<file path="config.mk">
export PLATFORM = sky130hd
export DESIGN_NAME = layer2_mac_flat
export DESIGN_NICKNAME = d
export VERILOG_FILES = /design/src/rtl/layer2_mac_if.sv /design/src/rtl/layer2_mac.sv /design/src/flat_wrapper.sv
export SDC_FILE = /design/constraint.sdc
export NUM_CORES = 2
export LEC_CHECK = 0
export BUFFER_PORTS_ARGS = -buffer_cell sky130_fd_sc_hd__buf_2
export CELL_PAD_IN_SITES_DETAIL_PLACEMENT = 0
export CELL_PAD_IN_SITES_GLOBAL_PLACEMENT = 1
export CORE_MARGIN = 4
export CORE_UTILIZATION = 50
export CTS_CLUSTER_DIAMETER = 120
export DETAILED_ROUTE_END_ITERATION = 10
export HOLD_SLACK_MARGIN = 0.02
export PLACE_DENSITY_LB_ADDON = 0.1
export REMOVE_ABC_BUFFERS = 1
export SLEW_MARGIN = 30
export SYNTH_ARGS = -nofsm -noshare
export SYNTH_HDL_FRONTEND = slang
export SYNTH_SLANG_ARGS = --single-unit
</file>
<file path="constraint.sdc">
create_clock -name clk -period 16.15 [get_ports clk]
set_input_delay 1.615 -clock clk [delete_from_list [all_inputs] [get_ports clk]]
set_output_delay 1.615 -clock clk [all_outputs]
set_load 0.02 [all_outputs]
</file>
<file path="src/rtl/layer2_mac_if.sv">
// Bus interface for layer2_mac: serialized neuron input stream, weight/bias
// write port and the activated result with its done pulse.
//   in_data/in_valid : upstream sample stream (driven by master)
//   w_we/w_addr/w_data : weight table write port (driven by master)
//   busy/out/done    : stage status and result (driven by slave)
interface layer2_mac_if #(
    parameter int unsigned AW = 2
) ();
    logic [31:0]   in_data;
    logic          in_valid;
    logic          busy;
    logic          w_we;
    logic [AW-1:0] w_addr;
    logic [31:0]   w_data;
    logic [31:0]   out;
    logic          done;

    modport master (
        output in_data, in_valid, w_we, w_addr, w_data,
        input  busy, out, done
    );

    modport slave (
        input  in_data, in_valid, w_we, w_addr, w_data,
        output busy, out, done
    );
endinterface

</file>
<file path="src/rtl/layer2_mac.sv">
// layer2_mac: second-layer neuron. Accumulates N_IN serial samples against a
// writable weight table (saturating Q(32-FRAC).FRAC MAC), adds a bias and
// applies ReLU, emitting one result per frame with a single-cycle done pulse.
// Ports:
//   clk  : clock, rising edge
//   rst  : synchronous active-high reset
//   bus  : layer2_mac_if.slave (in_data/in_valid in, w_we/w_addr/w_data in,
//          busy/out/done out)
// Optional feature: define LAYER2_LEAKY_RELU_EN for a leaky ReLU (slope 1/8)
// instead of the plain ReLU.
module layer2_mac #(
    parameter int unsigned N_IN = 3,
    parameter int unsigned FRAC = 16,
    parameter int unsigned AW   = 2
) (
    input  logic        clk,
    input  logic        rst,
    layer2_mac_if.slave bus
);
    localparam int unsigned NW = N_IN + 1;
    localparam int unsigned CW = (N_IN > 1) ? $clog2(N_IN) : 1;

    typedef enum logic [1:0] {
        S_COLLECT,
        S_BIAS,
        S_ACT
    } state_e;

    state_e             state_q;
    logic [CW-1:0]      cnt_q;
    logic signed [31:0] acc_q;
    logic signed [31:0] out_q;
    logic               done_q;
    logic               busy_q;
    logic signed [31:0] w_q [NW];

    logic signed [31:0] w_rd;
    logic signed [63:0] prod;
    logic signed [31:0] mac_d;
    logic signed [31:0] bias_d;
    logic signed [31:0] act_d;

    // Clamp a 64-bit signed value into the signed 32-bit range.
    function automatic logic signed [31:0] sat32(input logic signed [63:0] v);
        if (v > 64'sh0000_0000_7FFF_FFFF) begin
            return 32'sh7FFF_FFFF;
        end else if (v < -64'sh0000_0000_8000_0000) begin
            return 32'sh8000_0000;
        end else begin
            return v[31:0];
        end
    endfunction

    // Datapath: product scaled back to the fixed-point grid, then saturating adds.
    always_comb begin
        w_rd   = w_q[AW'(cnt_q)];
        prod   = 64'($signed(bus.in_data)) * 64'(w_rd);
        mac_d  = sat32(64'(acc_q) + 64'(sat32(prod >>> FRAC)));
        bias_d = sat32(64'(acc_q) + 64'(w_q[N_IN]));
`ifdef LAYER2_LEAKY_RELU_EN
        act_d  = acc_q[31] ? (acc_q >>> 3) : acc_q;
`else
        act_d  = acc_q[31] ? 32'sd0 : acc_q;
`endif
    end

    // Control FSM, weight table and registered outputs.
    always_ff @(posedge clk) begin
        if (rst) begin
            state_q <= S_COLLECT;
            cnt_q   <= '0;
            acc_q   <= '0;
            out_q   <= '0;
            done_q  <= 1'b0;
            busy_q  <= 1'b0;
            for (int unsigned i = 0; i < NW; i++) begin
                w_q[i] <= '0;
            end
        end else begin
            done_q <= 1'b0;

            // Writes land at the edge, so a same-cycle sample still sees the old weight.
            if (bus.w_we) begin
                for (int unsigned i = 0; i < NW; i++) begin
                    if (bus.w_addr == AW'(i)) begin
                        w_q[i] <= bus.w_data;
                    end
                end
            end

            case (state_q)
                S_COLLECT: begin
                    if (bus.in_valid) begin
                        acc_q <= mac_d;
                        if (cnt_q == CW'(N_IN - 1)) begin
                            cnt_q   <= '0;
                            state_q <= S_BIAS;
                            busy_q  <= 1'b1;
                        end else begin
                            cnt_q <= cnt_q + CW'(1);
                        end
                    end
                end
                S_BIAS: begin
                    acc_q   <= bias_d;
                    state_q <= S_ACT;
                end
                S_ACT: begin
                    out_q   <= act_d;
                    done_q  <= 1'b1;
                    acc_q   <= '0;
                    busy_q  <= 1'b0;
                    state_q <= S_COLLECT;
                end
                default: begin
                    state_q <= S_COLLECT;
                    busy_q  <= 1'b0;
                end
            endcase
        end
    end

    assign bus.busy = busy_q;
    assign bus.out  = out_q;
    assign bus.done = done_q;
endmodule
</file>
<file path="src/flat_wrapper.sv">
// flat-port wrapper written by rule: the top's interface ports become plain ports
module layer2_mac_flat 
#(
    parameter int unsigned N_IN = 3,
    parameter int unsigned FRAC = 16,
    parameter int unsigned AW   = 2
)
  (clk, rst, bus_in_data, bus_in_valid, bus_w_we, bus_w_addr, bus_w_data, bus_busy, bus_out, bus_done);
  layer2_mac_if #(.AW(AW)) bus_i ();
  input  logic clk;
  input  logic rst;
  input wire logic [$bits(bus_i.in_data)-1:0] bus_in_data;
  input wire logic [$bits(bus_i.in_valid)-1:0] bus_in_valid;
  input wire logic [$bits(bus_i.w_we)-1:0] bus_w_we;
  input wire logic [$bits(bus_i.w_addr)-1:0] bus_w_addr;
  input wire logic [$bits(bus_i.w_data)-1:0] bus_w_data;
  output wire logic [$bits(bus_i.busy)-1:0] bus_busy;
  output wire logic [$bits(bus_i.out)-1:0] bus_out;
  output wire logic [$bits(bus_i.done)-1:0] bus_done;
  assign bus_i.in_data = bus_in_data;
  assign bus_i.in_valid = bus_in_valid;
  assign bus_i.w_we = bus_w_we;
  assign bus_i.w_addr = bus_w_addr;
  assign bus_i.w_data = bus_w_data;
  assign bus_busy = bus_i.busy;
  assign bus_out = bus_i.out;
  assign bus_done = bus_i.done;
  layer2_mac #(.N_IN(N_IN), .FRAC(FRAC), .AW(AW)) u_core (.clk(clk), .rst(rst), .bus(bus_i));
endmodule
</file>
==> run_results.csv <==
group,metric,value,unit
logic_synthesis,ys_seq_area_share,10.9,%
layout,multiInputGateArea,0.0382,sq mm
cts,cts_tree,"yes",
global_routing,antenna_found_initial,3,
placed_design,numPlacedInstances,6238,
route,drc_errors,0,
layout,seq_area,0.00527,sq mm
min_path,min_path_type,"register to register",
job,max_cap_viol_count,0,
global_routing,grt_pass1_vias,36700,
sta,tns,0,ns
critical_path,critPathBufInv,8,
sta,hold_ws,0.467,ns
layout,final_nets,6395,
floorplanning,core-area,0.0954,sq mm
floorplanning,fp.dieW,319,um
logic_synthesis,ys_ff_latch,199,
cts,cts_setup_buffers,0,
cts,path_clk_slew,0.08,ns
critical_path,r2r_cells,43,
critical_path,arrival,15.11,ns
global_routing,grt_pass1_wl,212000,um
cts,cts_hold_buf,0,
route,drt_iter0_markers,1839,
sta,worst_pin_slew,0.988,ns
route,ant_nets,0,
route,wl_met3,4720,um
logic_synthesis,syn-cell-area,0.0484,sq mm
route,dr_wl_met2,64800,um
layout,final_cells,6273,
cts,cts_root_buf,"clkbuf_16",
sta,finalClockSkew,0.0253,ns
sta,max_freq,67.4,MHz
route,vias_per_cell,5.35,
layout,areaGrowthSynthToFinish,4.26,%
global_routing,gr-total-overflow,0,
critical_path,worstSetupPathType,"register to register",
outcome,outcome,"finished, final reports clean",
cts,clkSinkCount,199,
critical_path,required,16.42,ns
floorplanning,dieArea,0.102,sq mm
critical_path,start_kind,"register",
sta,period_minus_slack,14.83,ns
layout,fillers,9019,
cts,cts.htree.levels,4,
sta,min_period_over_period,91.8,%
floorplanning,dieHeight,319,um
floorplanning,rows,113,
logic_synthesis,synth_warnings,0,
critical_path,cp_slowest_stage_delay,0.86,ns
floorplanning,io_pins,104,
critical_path,crit_fanout,23,
sta,setup_violations,0,
critical_path,worst_path_max_delay_cell,"mux4_2",
route,wirelength,129000,um
cts,clockBufferDepth,2,
route,top_layer,"met5",
logic_synthesis,synth-edff-count,128,
logic_synthesis,synth_cells,5103,
cts,cts_resized,0,
sta,slew_headroom,33.7,%
route,vias,33600,
route,routedWlPerCell,20.6,um
critical_path,path_depth,43,
placed_design,gp_congestion,0.914,
logic_synthesis,async_reset_ff_share,0,%
critical_path,cpMostUsedCell,"fa_1",
critical_path,crit_family,"adder cells",
critical_path,end_kind,"register",
cts,cts_inserted_buffers,17,
sta,final_max_slew_viol_count,0,
placed_design,port_buffers,102,
logic_synthesis,syn_area_per_cell,9.48,sq um
global_routing,grt_usage,26.4,%
route,drt_pass1_iterations,5,
sta,hold_viol,0,
logic_synthesis,ys_types,81,
route,wl_met1,57900,um
logic_synthesis,ys.flop_type,"edfxtp_1",
layout,utilization,52.9,%
min_path,min_from,"u_core.bus.out[11]$_SDFFE_PP0P_",
floorplanning,start_util,50.7,%
layout,drive_gt1_share,5.11,%
sta,rsz0062_at_grt,"no",
placed_design,hpwl,105000,um
min_path,hold_path_depth,2,
global_routing,grt_max_degree,75,
cts,clk_latency,0.44,ns
-- path summary, 6_finish.rpt --
kind / end / slack (ns)
max: u_core.acc_q[7]$_SDFFE_PP0P_ / 1.32
min: u_core.bus.out[11]$_SDFFE_PP0P_ / 0.47
max reg2reg: u_core.acc_q[7]$_SDFFE_PP0P_ / 1.32
min reg2reg: u_core.bus.out[11]$_SDFFE_PP0P_ / 0.47
-- sequential cells by signal, summed over array words and instances (netlist names), named ones only --
| signal | flops |
|---|---|
| u_core.bus.busy | 1 |
| u_core.state_q | 2 |
| u_core.bus.done | 1 |
| u_core.cnt_q | 2 |
| u_core.acc_q | 32 |
| u_core.w_q | 128 |
| u_core.bus.out | 31 |
-- per-layer routing --
layer,track usage [%],up-vias
met4,3.81,2
met2,45.9,585
li1,-,15200
met1,37.3,17700
met3,2.27,78
met5,0,-
-- worst register-to-register path: cells and delay by family, from the launching register on --
family / cells / cell delay (ns)
buffers and inverters: 8 / 1.08
flip-flops: 1 / 0.73
AO/OA/AOI/OAI: 17 / 4.29
adder cells (fa/ha/maj): 10 / 4.91
AND/OR/NAND/NOR: 7 / 2.79
multiplexers: 1 / 0.87
-- layout by cell type, fill, tap and decap left out, types with 15 or more instances in the layout --
| cell type | netlist | routed |
|---|---|---|
| o21a_1 | 45 | 45 |
| nand3_1 | 20 | 20 |
| clkbuf_16 | 0 | 17 |
| a31oi_1 | 15 | 15 |
| nand2b_1 | 31 | 31 |
| xor2_1 | 31 | 31 |
| buf_2 | 1 | 102 |
| xnor2_1 | 79 | 79 |
| nor2_1 | 127 | 127 |
| fa_1 | 1083 | 1083 |
| o21bai_1 | 30 | 30 |
| o21ai_0 | 66 | 66 |
| nand3b_1 | 23 | 23 |
| and2_1 | 639 | 639 |
| buf_4 | 2 | 47 |
| a21o_1 | 71 | 71 |
| nand4_1 | 30 | 30 |
| a21oi_1 | 171 | 170 |
| a22oi_1 | 22 | 22 |
| inv_1 | 1048 | 1048 |
| nor2b_1 | 35 | 33 |
| a211oi_1 | 33 | 32 |
| ha_1 | 250 | 249 |
| nor3_1 | 21 | 17 |
| nand2_1 | 575 | 575 |
| dfxtp_1 | 71 | 70 |
| mux4_2 | 31 | 30 |
| edfxtp_1 | 128 | 128 |
-- metrics by stage --
step	instance area [sq um]	setup WS, ns
2_1_floorplan	47300	0.605
3_3_place_gp	49800	1.25
3_5_place_dp	49900	1.06
4_1_cts	50400	1.36
5_1_grt	50400	0.305
6_report	50500	1.32
-- cell families (layout without fill, tap and decap cells) --
family                     count (synthesis)  after routing  share of synthesized area (%)
adders and majority gates               1333           1333                           51.3
other                                      1              4                        0.00775
and+or+nand+nor                         1553           1553                           16.5
muxes                                     38             38                           1.59
xor gates and xnor gates                 110            110                           1.99
AOI/OAI and AO/OA                        541            541                           7.40
DFF                                      199            199                           10.9
buffers and inverters                   1328           1230                           10.4
-- cell usage after synthesis (all sizes together), types with 4 or more instances --
cell type / instances / share of area [%]
a22oi: 22 / 0.34
a311oi: 7 / 0.13
o21bai: 31 / 0.49
mux4: 31 / 1.4
nor4: 4 / 0.065
ha: 250 / 6.5
xor2: 31 / 0.56
o31ai: 8 / 0.13
buf: 10 / 0.14
a221o: 4 / 0.083
o21a: 45 / 0.70
nand3: 20 / 0.21
inv: 1048 / 8.1
a211oi: 34 / 0.54
a221oi: 6 / 0.11
nand2: 575 / 4.5
nor2: 127 / 0.99
xnor2: 79 / 1.4
dfxtp: 71 / 2.9
nor3b: 4 / 0.062
a31oi: 15 / 0.19
nand4: 31 / 0.41
a21oi: 171 / 1.8
edfxtp: 128 / 7.9
nor2b: 35 / 0.45
a31o: 5 / 0.090
and2: 640 / 8.3
nor3: 21 / 0.22
clkbuf: 269 / 2.1
or2: 14 / 0.18
a21boi: 11 / 0.17
o211a: 5 / 0.10
fa: 1083 / 45
nand2b: 31 / 0.40
o211ai: 4 / 0.062
a21o: 71 / 1.1
and3: 14 / 0.18
nand3b: 23 / 0.36
mux2i: 5 / 0.10
o21ai: 71 / 0.73
or3: 6 / 0.078
-- final cells by class --
class                           count  area share, %
Antenna cell                        3         0.0149
Clock buffer                       19          0.878
Clock inverter                     13          0.255
Inverter                         1049           7.80
Multi-Input combinational cell   3576           75.8
Sequential cell                   199           10.4
Tap cell                         1265           3.14
Timing Repair Buffer              149           1.71
Power is left out: the tool's default activity adds up to more than one toggle a clock period on the data nets, which glitch-free logic cannot reach.
